[config.mk]
export PLATFORM = sky130hd
export DESIGN_NAME = mm_engine_arbiter
export DESIGN_NICKNAME = d
export VERILOG_FILES = /design/src/rtl/mm_engine_arbiter.sv
export SDC_FILE = /design/constraint.sdc
export NUM_CORES = 1
export LEC_CHECK = 0
export ABC_AREA = 0
export CORE_MARGIN = 2
export CORE_UTILIZATION = 30
export DETAILED_ROUTE_END_ITERATION = 10
export GPL_TIMING_DRIVEN = 0
export HOLD_SLACK_MARGIN = 0.05
export SLEW_MARGIN = 20
export SYNTH_ARGS = -nofsm -noshare
export SYNTH_HDL_FRONTEND = slang
export SYNTH_SLANG_ARGS = --single-unit
[constraint.sdc]
create_clock -name clk -period 1.4 [get_ports clk]
set_input_delay 0.28 -clock clk [delete_from_list [all_inputs] [get_ports clk]]
set_output_delay 0.28 -clock clk [all_outputs]
set_load 0.01 [all_outputs]
[src/rtl/mm_engine_arbiter.sv]
// Round-robin arbiter that time-shares one 2x2 matrix-multiply engine between NUM_REQ requesters.
// Optional RUN-state watchdog is enabled by defining MM_ARB_TIMEOUT_EN.
module mm_engine_arbiter #(
  parameter int NUM_REQ     = 2,
  parameter int DATA_W      = 8,
  parameter int TIMEOUT_CYC = 64
) (
  input  logic               clk,
  input  logic               rst,
  input  logic [NUM_REQ-1:0] req,
  output logic [NUM_REQ-1:0] gnt,
  output logic               busy,
  output logic               eng_rst,
  output logic               eng_en,
  input  logic               eng_done,
  input  logic [DATA_W-1:0]  eng_c11,
  input  logic [DATA_W-1:0]  eng_c12,
  input  logic [DATA_W-1:0]  eng_c21,
  input  logic [DATA_W-1:0]  eng_c22,
  output logic [DATA_W-1:0]  res_c11,
  output logic [DATA_W-1:0]  res_c12,
  output logic [DATA_W-1:0]  res_c21,
  output logic [DATA_W-1:0]  res_c22,
  output logic [NUM_REQ-1:0] res_valid,
  output logic               err
);

  localparam int PTR_W = (NUM_REQ > 1) ? $clog2(NUM_REQ) : 1;

  typedef enum logic [1:0] {
    S_IDLE  = 2'd0,
    S_RUN   = 2'd1,
    S_CLEAR = 2'd2
  } state_t;

  state_t               state_q, state_d;
  logic [PTR_W-1:0]     ptr_q, ptr_d;     // index holding top priority
  logic [PTR_W-1:0]     idx_q, idx_d;     // index of the job in flight
  logic [NUM_REQ-1:0]   gnt_q, gnt_d;
  logic [NUM_REQ-1:0]   res_valid_q, res_valid_d;
  logic                 busy_q, eng_rst_q, eng_en_q;
  logic [DATA_W-1:0]    res_c11_q, res_c12_q, res_c21_q, res_c22_q;
  logic                 load_res;
  logic                 timeout_hit;
  logic [PTR_W-1:0]     pick;

  // First requester at or above start, wrapping modulo NUM_REQ.
  function automatic logic [PTR_W-1:0] rr_pick(input logic [NUM_REQ-1:0] r,
                                                input logic [PTR_W-1:0]   start);
    logic [PTR_W-1:0] sel;
    logic [PTR_W-1:0] cidx;
    logic             found;
    sel   = '0;
    found = 1'b0;
    for (int i = 0; i < NUM_REQ; i++) begin
      cidx = PTR_W'((int'(start) + i) % NUM_REQ);
      if (!found && r[cidx]) begin
        sel   = cidx;
        found = 1'b1;
      end
    end
    return sel;
  endfunction

  function automatic logic [PTR_W-1:0] after_idx(input logic [PTR_W-1:0] i);
    return PTR_W'((int'(i) + 1) % NUM_REQ);
  endfunction

`ifdef MM_ARB_TIMEOUT_EN
  localparam int CNT_W = (TIMEOUT_CYC > 2) ? $clog2(TIMEOUT_CYC) : 1;

  logic [CNT_W-1:0] cnt_q;
  logic             err_q, err_d;

  assign timeout_hit = (cnt_q == CNT_W'(TIMEOUT_CYC - 1));

  // Counter sits at zero outside RUN, so it starts from zero on every RUN entry.
  always_ff @(posedge clk) begin
    if (rst) begin
      cnt_q <= '0;
      err_q <= 1'b0;
    end else begin
      cnt_q <= (state_q == S_RUN) ? cnt_q + 1'b1 : '0;
      err_q <= err_d;
    end
  end

  assign err = err_q;
`else
  assign timeout_hit = 1'b0;
  assign err         = 1'b0;
`endif

  assign pick = rr_pick(req, ptr_q);

  // NOTE: every signal written here gets a default first, so no path leaves it unassigned and no latch is inferred.
  always_comb begin
    state_d     = state_q;
    ptr_d       = ptr_q;
    idx_d       = idx_q;
    gnt_d       = gnt_q;
    res_valid_d = '0;
    load_res    = 1'b0;
`ifdef MM_ARB_TIMEOUT_EN
    err_d       = 1'b0;
`endif
    unique case (state_q)
      S_IDLE: begin
        if (|req) begin
          state_d = S_RUN;
          idx_d   = pick;
          gnt_d   = NUM_REQ'(1) << pick;
        end
      end
      S_RUN: begin
        if (eng_done) begin
          state_d     = S_CLEAR;
          load_res    = 1'b1;
          res_valid_d = gnt_q;
          gnt_d       = '0;
          ptr_d       = after_idx(idx_q);
        end else if (timeout_hit) begin
          state_d     = S_CLEAR;
          res_valid_d = gnt_q;
          gnt_d       = '0;
          ptr_d       = after_idx(idx_q);
`ifdef MM_ARB_TIMEOUT_EN
          err_d       = 1'b1;
`endif
        end
      end
      S_CLEAR: state_d = S_IDLE;
      default: state_d = S_IDLE;
    endcase
  end

  // NOTE: state is updated with non-blocking assignments so every register samples pre-edge values.
  always_ff @(posedge clk) begin
    if (rst) begin
      state_q     <= S_IDLE;
      ptr_q       <= '0;
      idx_q       <= '0;
      gnt_q       <= '0;
      res_valid_q <= '0;
      busy_q      <= 1'b0;
      eng_rst_q   <= 1'b1;
      eng_en_q    <= 1'b0;
      res_c11_q   <= '0;
      res_c12_q   <= '0;
      res_c21_q   <= '0;
      res_c22_q   <= '0;
    end else begin
      state_q     <= state_d;
      ptr_q       <= ptr_d;
      idx_q       <= idx_d;
      gnt_q       <= gnt_d;
      res_valid_q <= res_valid_d;
      // Engine controls are decoded from the next state so they are registered yet aligned with it.
      busy_q      <= (state_d != S_IDLE);
      eng_rst_q   <= (state_d != S_RUN);
      eng_en_q    <= (state_d == S_RUN);
      if (load_res) begin
        res_c11_q <= eng_c11;
        res_c12_q <= eng_c12;
        res_c21_q <= eng_c21;
        res_c22_q <= eng_c22;
      end
    end
  end

  assign gnt       = gnt_q;
  assign res_valid = res_valid_q;
  assign busy      = busy_q;
  assign eng_rst   = eng_rst_q;
  assign eng_en    = eng_en_q;
  assign res_c11   = res_c11_q;
  assign res_c12   = res_c12_q;
  assign res_c21   = res_c21_q;
  assign res_c22   = res_c22_q;

endmodule

==> results of run 1 <==
## per-layer routing
layer | vias to the layer above | track usage, %
met5 | - | 0
met3 | 5 | 5.03
met1 | 615 | 16.9
li1 | 729 | -
met4 | 0 | 4.09
met2 | 44 | 19.6
## kinds of logic after synthesis
kind of cell	Yosys count	share of synthesized area, %
compound gates	40	15.9
simple gates	78	20.9
buf+inv	14	6.92
other cells	1	0.244
flops	43	56.0
## final timing paths
check	start	endpoint	slack (ps)	cells after the start
setup / recovery	eng_done	res_c21[5]	150	6
hold / removal	res_c11[7]	res_c11[7]	450	2
setup reg to reg	state_q[1]	res_c22[4]	160	4
hold reg to reg	res_c11[7]	res_c11[7]	450	2
## power by group
part	internal, mW	switching (mW)	leakage (nW)
Sequential	1.29	0.0303	0.351
Clock	0.341	0.408	0.0477
Combinational	0.217	0.174	0.670
Total	1.85	0.612	1.07
## worst min-delay path, stage by stage, from the launching register on
cell and delay [ps]:
sky130_fd_sc_hd__dfxtp_1 310, sky130_fd_sc_hd__nand2_1 50, sky130_fd_sc_hd__a21oi_1 50
## cell usage in the layout, fill, tap and decap left out, drive strengths merged
cell type,count
inv,2
clkdlybuf4s50,36
nand2b,2
o211a,1
and2,2
and3b,1
a21bo,1
a21oi,35
dfxtp,43
o21ai,1
nor2,3
conb,1
clkinv,3
a2111o,1
nor2b,1
buf,10
nor3,2
o31ai,1
clkbuf,7
nand3,1
nand2,65
nand3b,1
dlygate4sd2,39
## synthesized netlist by cell type (all sizes together)
cell type	count
nand2	65
and2	2
a21bo	1
nor3	2
o21ai	1
a21oi	35
nor2b	1
nor2	3
nand3	1
nand2b	2
clkbuf	1
conb	1
o211a	1
dfxtp	43
buf	11
nand3b	1
a2111o	1
and3b	1
inv	2
o31ai	1
## sequential cells by signal (all words and copies together) (netlist names)
| name | flops |
|---|---|
| res_c11 | 8 |
| res_c12 | 8 |
| res_c21 | 8 |
| res_c22 | 8 |
| gnt | 2 |
| res_valid | 2 |
| state_q | 2 |
| busy | 1 |
| eng_en | 1 |
| eng_rst | 1 |
| idx_q | 1 |
| ptr_q | 1 |
## layout make-up
cell class | count | area, sq um | share of cell area, %
well taps | 70 | 87.6 | 3.63
inverters | 2 | 7.51 | 0.311
clock buffers | 5 | 68.8 | 2.85
flip-flops and latches | 43 | 861 | 35.7
multi-input cells | 119 | 571 | 23.6
repair buffers | 75 | 702 | 29.1
plain buffers | 12 | 101 | 4.20
clock inverters | 3 | 15.0 | 0.622
## through the flow
| step | setup TNS, ps | util (%) | cells |
|---|---|---|---|
| after global placement | -7820 | 47.4 | 321 |
| after detailed placement | -7980 | 47.4 | 321 |
| final | 0 | 48.2 | 329 |
| after floorplan | 0 | - | 176 |
| after CTS | 0 | 48.1 | 329 |
| after global routing | 0 | 48.2 | 329 |
## timing repair
action	4_1_cts	5_1_grt
cloned	0	0
hold buffers	0	0
setup endpoints to repair	39	20
resized for setup	39	3
==> insert_results.sql, run 1 <==
INSERT INTO impl_metrics (metric_group, metric, value, unit) VALUES
('floorplan', 'die_x', '75.6', 'um'),
('logic_synthesis', 'avgSynthCellArea', '8.74', 'sq um'),
('detailed_routing', 'routed-wl-met2', '1630', 'um'),
('detailed_routing', 'routedLengthMet1', '1630', 'um'),
('power_and_ir_drop', 'power.density', '1020', 'nW/um^2'),
('sta', 'count_of_final_hold_check_violations', '0', ''),
('cells_and_area', 'n_antenna_cell', '0', ''),
('logic_synthesis', 'netlist_top_cells_area', 'sky130_fd_sc_hd__dfxtp_1 56%, sky130_fd_sc_hd__nand2_1 16%, sky130_fd_sc_hd__a21oi_1 9.1%', ''),
('detailed_routing', 'routedWlPerCell', '10.9', 'um'),
('detailed_routing', 'count_of_unresolved_drc_violations_after_routing', '0', ''),
('logic_synthesis', 'mapped_area', '1540', 'sq um'),
('critical_path', 'cp-start-kind', 'input port', ''),
('clock_network', 'numClockSinks', '43', ''),
('cells_and_area', 'drive_gt1_share', '11.2', '%'),
('placement', 'buffers_added_on_ports', '75', ''),
('cells_and_area', 'area_overhead_of_the_layout_relative_to_synthesis', '57.0', '%'),
('detailed_routing', 'met3_length', '285', 'um'),
('detailed_routing', 'via_per_inst', '4.23', ''),
('power_and_ir_drop', 'highest_ir_drop_seen_on_vdd', '0.458', 'mV'),
('logic_synthesis', 'mappedNetlistNets', '213', ''),
('logic_synthesis', 'synth_cell_types', '25', ''),
('job', 'cap_viol_max_count', '0', ''),
('floorplan', 'start_util', '30.7', '%'),
('clock_network', 'clock_insertion_delay_worst_skew', '290', 'ps'),
('sta', 'fmax', '0.803', 'GHz'),
('global_route', 'first_global_vias', '1195', ''),
('critical_path', 'capturing_element_type_of_the_critical_path', 'flop', ''),
('logic_synthesis', 'synth-warning-count', '0', ''),
('clock_network', 'cts_tree', 'built', ''),
('placement', 'place_worst_setup_slack', '-318', 'ps'),
('detailed_routing', 'totalWireLength', '3600', 'um'),
('detailed_routing', 'detail_route.first_pass.iterations', '4', ''),
('global_route', 'initial_antenna_violation_count', '0', ''),
('detailed_routing', 'ant_nets', '0', ''),
('critical_path', 'timing.critical_path.fanout_max', '10', ''),
('floorplan', 'floorplan.core_area', '5010', 'sq um'),
('global_route', 'grt.total_usage', '12.9', '%'),
('detailed_routing', 'initialDrtViolationCount', '34', ''),
('critical_path', 'cp_data_required_time', '1620', 'ps'),
('sta', 'finalSetupViolCount', '0', ''),
('sta', 'fin_worst_hold_slack', '452', 'ps'),
('global_route', 'grt_start_max_net_pins', '14', ''),
('floorplan', 'chipHeight', '75.6', 'um'),
('logic_synthesis', 'synthesis.instances', '176', ''),
('placement', 'final_gp_congestion', '0.740', ''),
('clock_network', 'ctsRootBufferMaster', 'sky130_fd_sc_hd__clkbuf_8', ''),
('clock_network', 'ctsHtreeMaxLevel', '2', ''),
('floorplan', 'die_area', '5710', 'sq um'),
('placement', 'hpwlAfterDp', '2630', 'um'),
('logic_synthesis', 'postSynthRegisterBits', '43', ''),
('detailed_routing', 'routed-via-count', '1393', ''),
('logic_synthesis', 'synth_area_leader_cell', 'sky130_fd_sc_hd__dfxtp_1', ''),
('sta', 'post-route-period-util', '89.0', '%'),
('logic_synthesis', 'yosysTopAreaCellShare', '56.0', '%'),
('clock_network', 'cts_max_path_buffers', '2', ''),
('cells_and_area', 'num-fill-cells', '543', ''),
('critical_path', 'timing.critical_path.cells', 'clkdlybuf4s50_1, and3b_1, buf_6, buf_8, nand2_1, a21oi_1', ''),
('cells_and_area', 'design.final.nets', '295', ''),
('clock_network', 'count_of_buffers_added_by_post_cts_timing_repair_for_setup', '0', ''),
('power_and_ir_drop', 'power_leakage', '1.07', 'nW'),
('detailed_routing', 'highest-signal-layer', 'met4', ''),
('sta', 'post_layout_worst_setup_margin', '154', 'ps'),
('outcome', 'run_status', 'finished, final reports clean', ''),
('min_path', 'worst_hold_path_type', 'reg2reg', ''),
('placement', 'placement.cell_area', '2380', 'sq um'),
('critical_path', 'critical_path.max_stage_delay', '530', 'ps'),
('critical_path', 'timing.critical_path.slowest_stage_cell', 'sky130_fd_sc_hd__clkdlybuf4s50_1', ''),
('clock_network', 'clk_pin_slew_worst_paths', '80', 'ps'),
('power_and_ir_drop', 'post-layout-total-power', '2.46', 'mW'),
('logic_synthesis', 'yosysSeqAreaShare', '56.0', '%'),
('clock_network', 'cts_inserted_buffers', '5', '');
Power figures use the tool's default switching activity.
==> run 2, diff against run 1 <==
--- a/config.mk
+++ b/config.mk
@@ -10,7 +10,8 @@
 export CORE_UTILIZATION = 30
 export DETAILED_ROUTE_END_ITERATION = 10
 export GPL_TIMING_DRIVEN = 0
-export HOLD_SLACK_MARGIN = 0.05
+export PLACE_DENSITY = 0.7
+export SETUP_SLACK_MARGIN = 0.3
 export SLEW_MARGIN = 20
 export SYNTH_ARGS = -nofsm -noshare
 export SYNTH_HDL_FRONTEND = slang
==> run 2 against run 1 <==
Net effect: register-to-register slack better by 90 ps; combinational power up 19%; core utilization up 3.0 points; worst setup slack better by 91 ps; power up 7.6%; die area unchanged; clock power up 14%; critical endpoint is now res_c11[6]; fmax up 7.9%; largest cell class unchanged; critical path depth down 1.
==> insert_results.sql, run 2 (same netlist as run 1, synthesis figures left out) <==
INSERT INTO impl_metrics (metric_group, metric, value, unit) VALUES
('floorplan', 'chipHeight', '75.6', 'um'),
('critical_path', 'cp.arrival', '1340', 'ps'),
('clock_network', 'cts_hold_buffers', '0', ''),
('cells_and_area', 'multi_input_comb_area', '629', 'sq um'),
('critical_path', 'critical-path-top-delay-family', 'flip-flops', ''),
('placement', 'hpwlAfterDp', '2570', 'um'),
('sta', 'report.final.slew_viol_count', '0', ''),
('critical_path', 'cp_data_required_time', '1590', 'ps'),
('critical_path', 'capturing_element_type_of_the_critical_path', 'flop', ''),
('power_and_ir_drop', 'power.density', '1030', 'nW/um^2'),
('clock_network', 'numClockSinks', '43', ''),
('clock_network', 'cts_max_path_buffers', '2', ''),
('critical_path', 'timing.critical_path.slowest_stage_cell', 'sky130_fd_sc_hd__dfxtp_4', ''),
('sta', 'final.min_clock_period', '1150', 'ps'),
('cells_and_area', 'num-fill-cells', '529', ''),
('critical_path', 'timing.critical_path.buf_inv', '2', ''),
('critical_path', 'worstRegToRegCells', '5', ''),
('min_path', 'worst_hold_path_type', 'in2reg', ''),
('floorplan', 'floorplan.core_area', '5010', 'sq um'),
('cells_and_area', 'area.sequential', '900', 'sq um'),
('floorplan', 'start_util', '30.7', '%'),
('detailed_routing', 'detail_route.first_pass.iterations', '3', ''),
('cells_and_area', 'final_cell_area', '2560', 'sq um'),
('placement', 'placement.cell_area', '2380', 'sq um'),
('cells_and_area', 'design.final.nets', '307', ''),
('clock_network', 'clock_insertion_delay_worst_skew', '300', 'ps'),
('critical_path', 'critical_path.max_stage_delay', '350', 'ps'),
('sta', 'post_layout_worst_setup_margin', '246', 'ps'),
('critical_path', 'cp-start-kind', 'flop', ''),
('clock_network', 'ctsRootBufferMaster', 'sky130_fd_sc_hd__clkbuf_8', ''),
('critical_path', 'criticalPathCategory', 'reg2reg', ''),
('detailed_routing', 'via_per_inst', '4.33', ''),
('clock_network', 'cts_inserted_buffers', '5', ''),
('cells_and_area', 'drive_gt1_share', '42.1', '%'),
('floorplan', 'row_count', '26', ''),
('detailed_routing', 'routedWlPerCell', '11.8', 'um'),
('clock_network', 'cts_tree', 'built', ''),
('critical_path', 'rrSetupSlack', '250', 'ps'),
('floorplan', 'design.portCount', '77', ''),
('critical_path', 'critPathLaunch', 'state_q[1]', ''),
('sta', 'count_of_final_hold_check_violations', '0', ''),
('outcome', 'run_status', 'finished, final reports clean', ''),
('cells_and_area', 'n_antenna_cell', '0', ''),
('detailed_routing', 'initialDrtViolationCount', '21', ''),
('critical_path', 'timing.critical_path.cells', 'buf_4, nand3b_4, clkbuf_16, nand2_1, a21oi_1', ''),
('cells_and_area', 'commonest_non_fill_non_tap_cell_in_the_layout', 'sky130_fd_sc_hd__nand2_1', ''),
('clock_network', 'clk_pin_slew_worst_paths', '80', 'ps'),
('sta', 'finalSetupViolCount', '0', ''),
('floorplan', 'die_area', '5710', 'sq um'),
('placement', 'buffers_added_on_ports', '75', ''),
('power_and_ir_drop', 'power_leakage', '1.14', 'nW'),
('cells_and_area', 'area_overhead_of_the_layout_relative_to_synthesis', '66.8', '%'),
('global_route', 'grt.total_usage', '14.1', '%'),
('clock_network', 'ctsHtreeMaxLevel', '2', ''),
('sta', 'post-route-period-util', '82.5', '%'),
('global_route', 'wire_length_of_the_first_global_routing_pass', '5990', 'um'),
('global_route', 'first_global_vias', '1327', ''),
('critical_path', 'worst_setup_path_end', 'res_c11[6]', ''),
('detailed_routing', 'totalWireLength', '4010', 'um'),
('job', 'cap_viol_max_count', '0', ''),
('critical_path', 'worstSetupPathDepth', '5', ''),
('placement', 'place_worst_setup_slack', '-316', 'ps'),
('detailed_routing', 'ant_nets', '0', ''),
('global_route', 'grt_start_max_net_pins', '13', ''),
('placement', 'final_gp_congestion', '0.770', ''),
('detailed_routing', 'routed-via-count', '1476', ''),
('critical_path', 'worst_r2r_endpoint', 'res_c11[6]', ''),
('global_route', 'gr-total-overflow', '0', ''),
('critical_path', 'timing.critical_path.fanout_max', '5', ''),
('power_and_ir_drop', 'highest_ir_drop_seen_on_vdd', '0.399', 'mV'),
('global_route', 'initial_antenna_violation_count', '0', ''),
('floorplan', 'die_x', '75.6', 'um'),
('cells_and_area', 'mostFrequentLayoutCells', '60 x sky130_fd_sc_hd__nand2_1, 38 x sky130_fd_sc_hd__buf_2, 33 x sky130_fd_sc_hd__clkdlybuf4s50_1', ''),
('sta', 'finClkSkew', '5.56', 'ps'),
('sta', 'grt_setup_unrepaired', 'true', ''),
('detailed_routing', 'count_of_unresolved_drc_violations_after_routing', '0', ''),
('sta', 'fmax', '0.866', 'GHz'),
('critical_path', 'startpoint_of_the_worst_register_to_register_path', 'state_q[1]', ''),
('sta', 'setup-tns-final', '0', 'ps');
==> run 2: changes by cell type in the layout (fill, tap and decap cells not counted), sizes merged, moves of 2 or more <==
cell / previous run / this run
buf: 10 / 60
clkbuf: 7 / 10
clkdlybuf4s50: 36 / 33
clkinv: 3 / 0
dlygate4sd2: 39 / 0
dlymetal6s2s: 0 / 2
==> run 2: cell type report <==
cell class	count	area share (%)
Buffer	12	5.27
Inverter	2	0.293
Sequential cell	43	35.1
Timing Repair Buffer	86	27.5
Clock buffer	8	3.90
Multi-Input combinational cell	120	24.5
Tap cell	70	3.41
==> run 2: per-layer routing <==
metal	wire, um	track usage, %
met1	1800	18.2
met2	1900	21.9
met3	231	3.70
met4	81	7.02
met5	0	0
==> run 2: worst min-delay path, delay by kind of cell <==
family | cells | cell delay, ps
buffers and inverters | 1 | 160
AO/OA/AOI/OAI | 2 | 200
==> run 2: worst min-delay path by stage <==
stage | start | endpoint | slack [ps] | cells after the start
floorplan | rst | state_q[1] | 370 | 1
detailed placement | res_c21[3] | res_c21[3] | 450 | 2
global placement | res_c12[6] | res_c12[6] | 440 | 2
global route | req[0] | idx_q | 410 | 3
CTS | res_c21[3] | res_c21[3] | 450 | 2
finish | req[0] | idx_q | 390 | 3
==> run 2: power by group <==
group	internal, mW	switching, mW
sequential	1.29	0.0319
combinational	0.265	0.203
clock	0.450	0.403
total	2.01	0.638
==> run 2: metrics by stage <==
step | power [mW] | hold slack, ps | utilization [%] | std cells
floorplan | 1.53 | 367 | - | 176
global placement | 1.78 | 441 | 47.4 | 321
detailed placement | 1.78 | 447 | 47.4 | 321
CTS | 2.65 | 453 | 49.2 | 338
global route | 2.77 | 409 | 51.2 | 341
finish | 2.65 | 392 | 51.2 | 341
==> run 2: timing repair <==
| action | in CTS | in global routing |
|---|---|---|
| setup buffers | 7 | 1 |
| endpoints found under the setup margin | 76 | 42 |
| gates cloned | 2 | 2 |
| pin swaps | 0 | 7 |
| gates resized for setup | 202 | 19 |
| hold endpoints to repair | 0 | 0 |
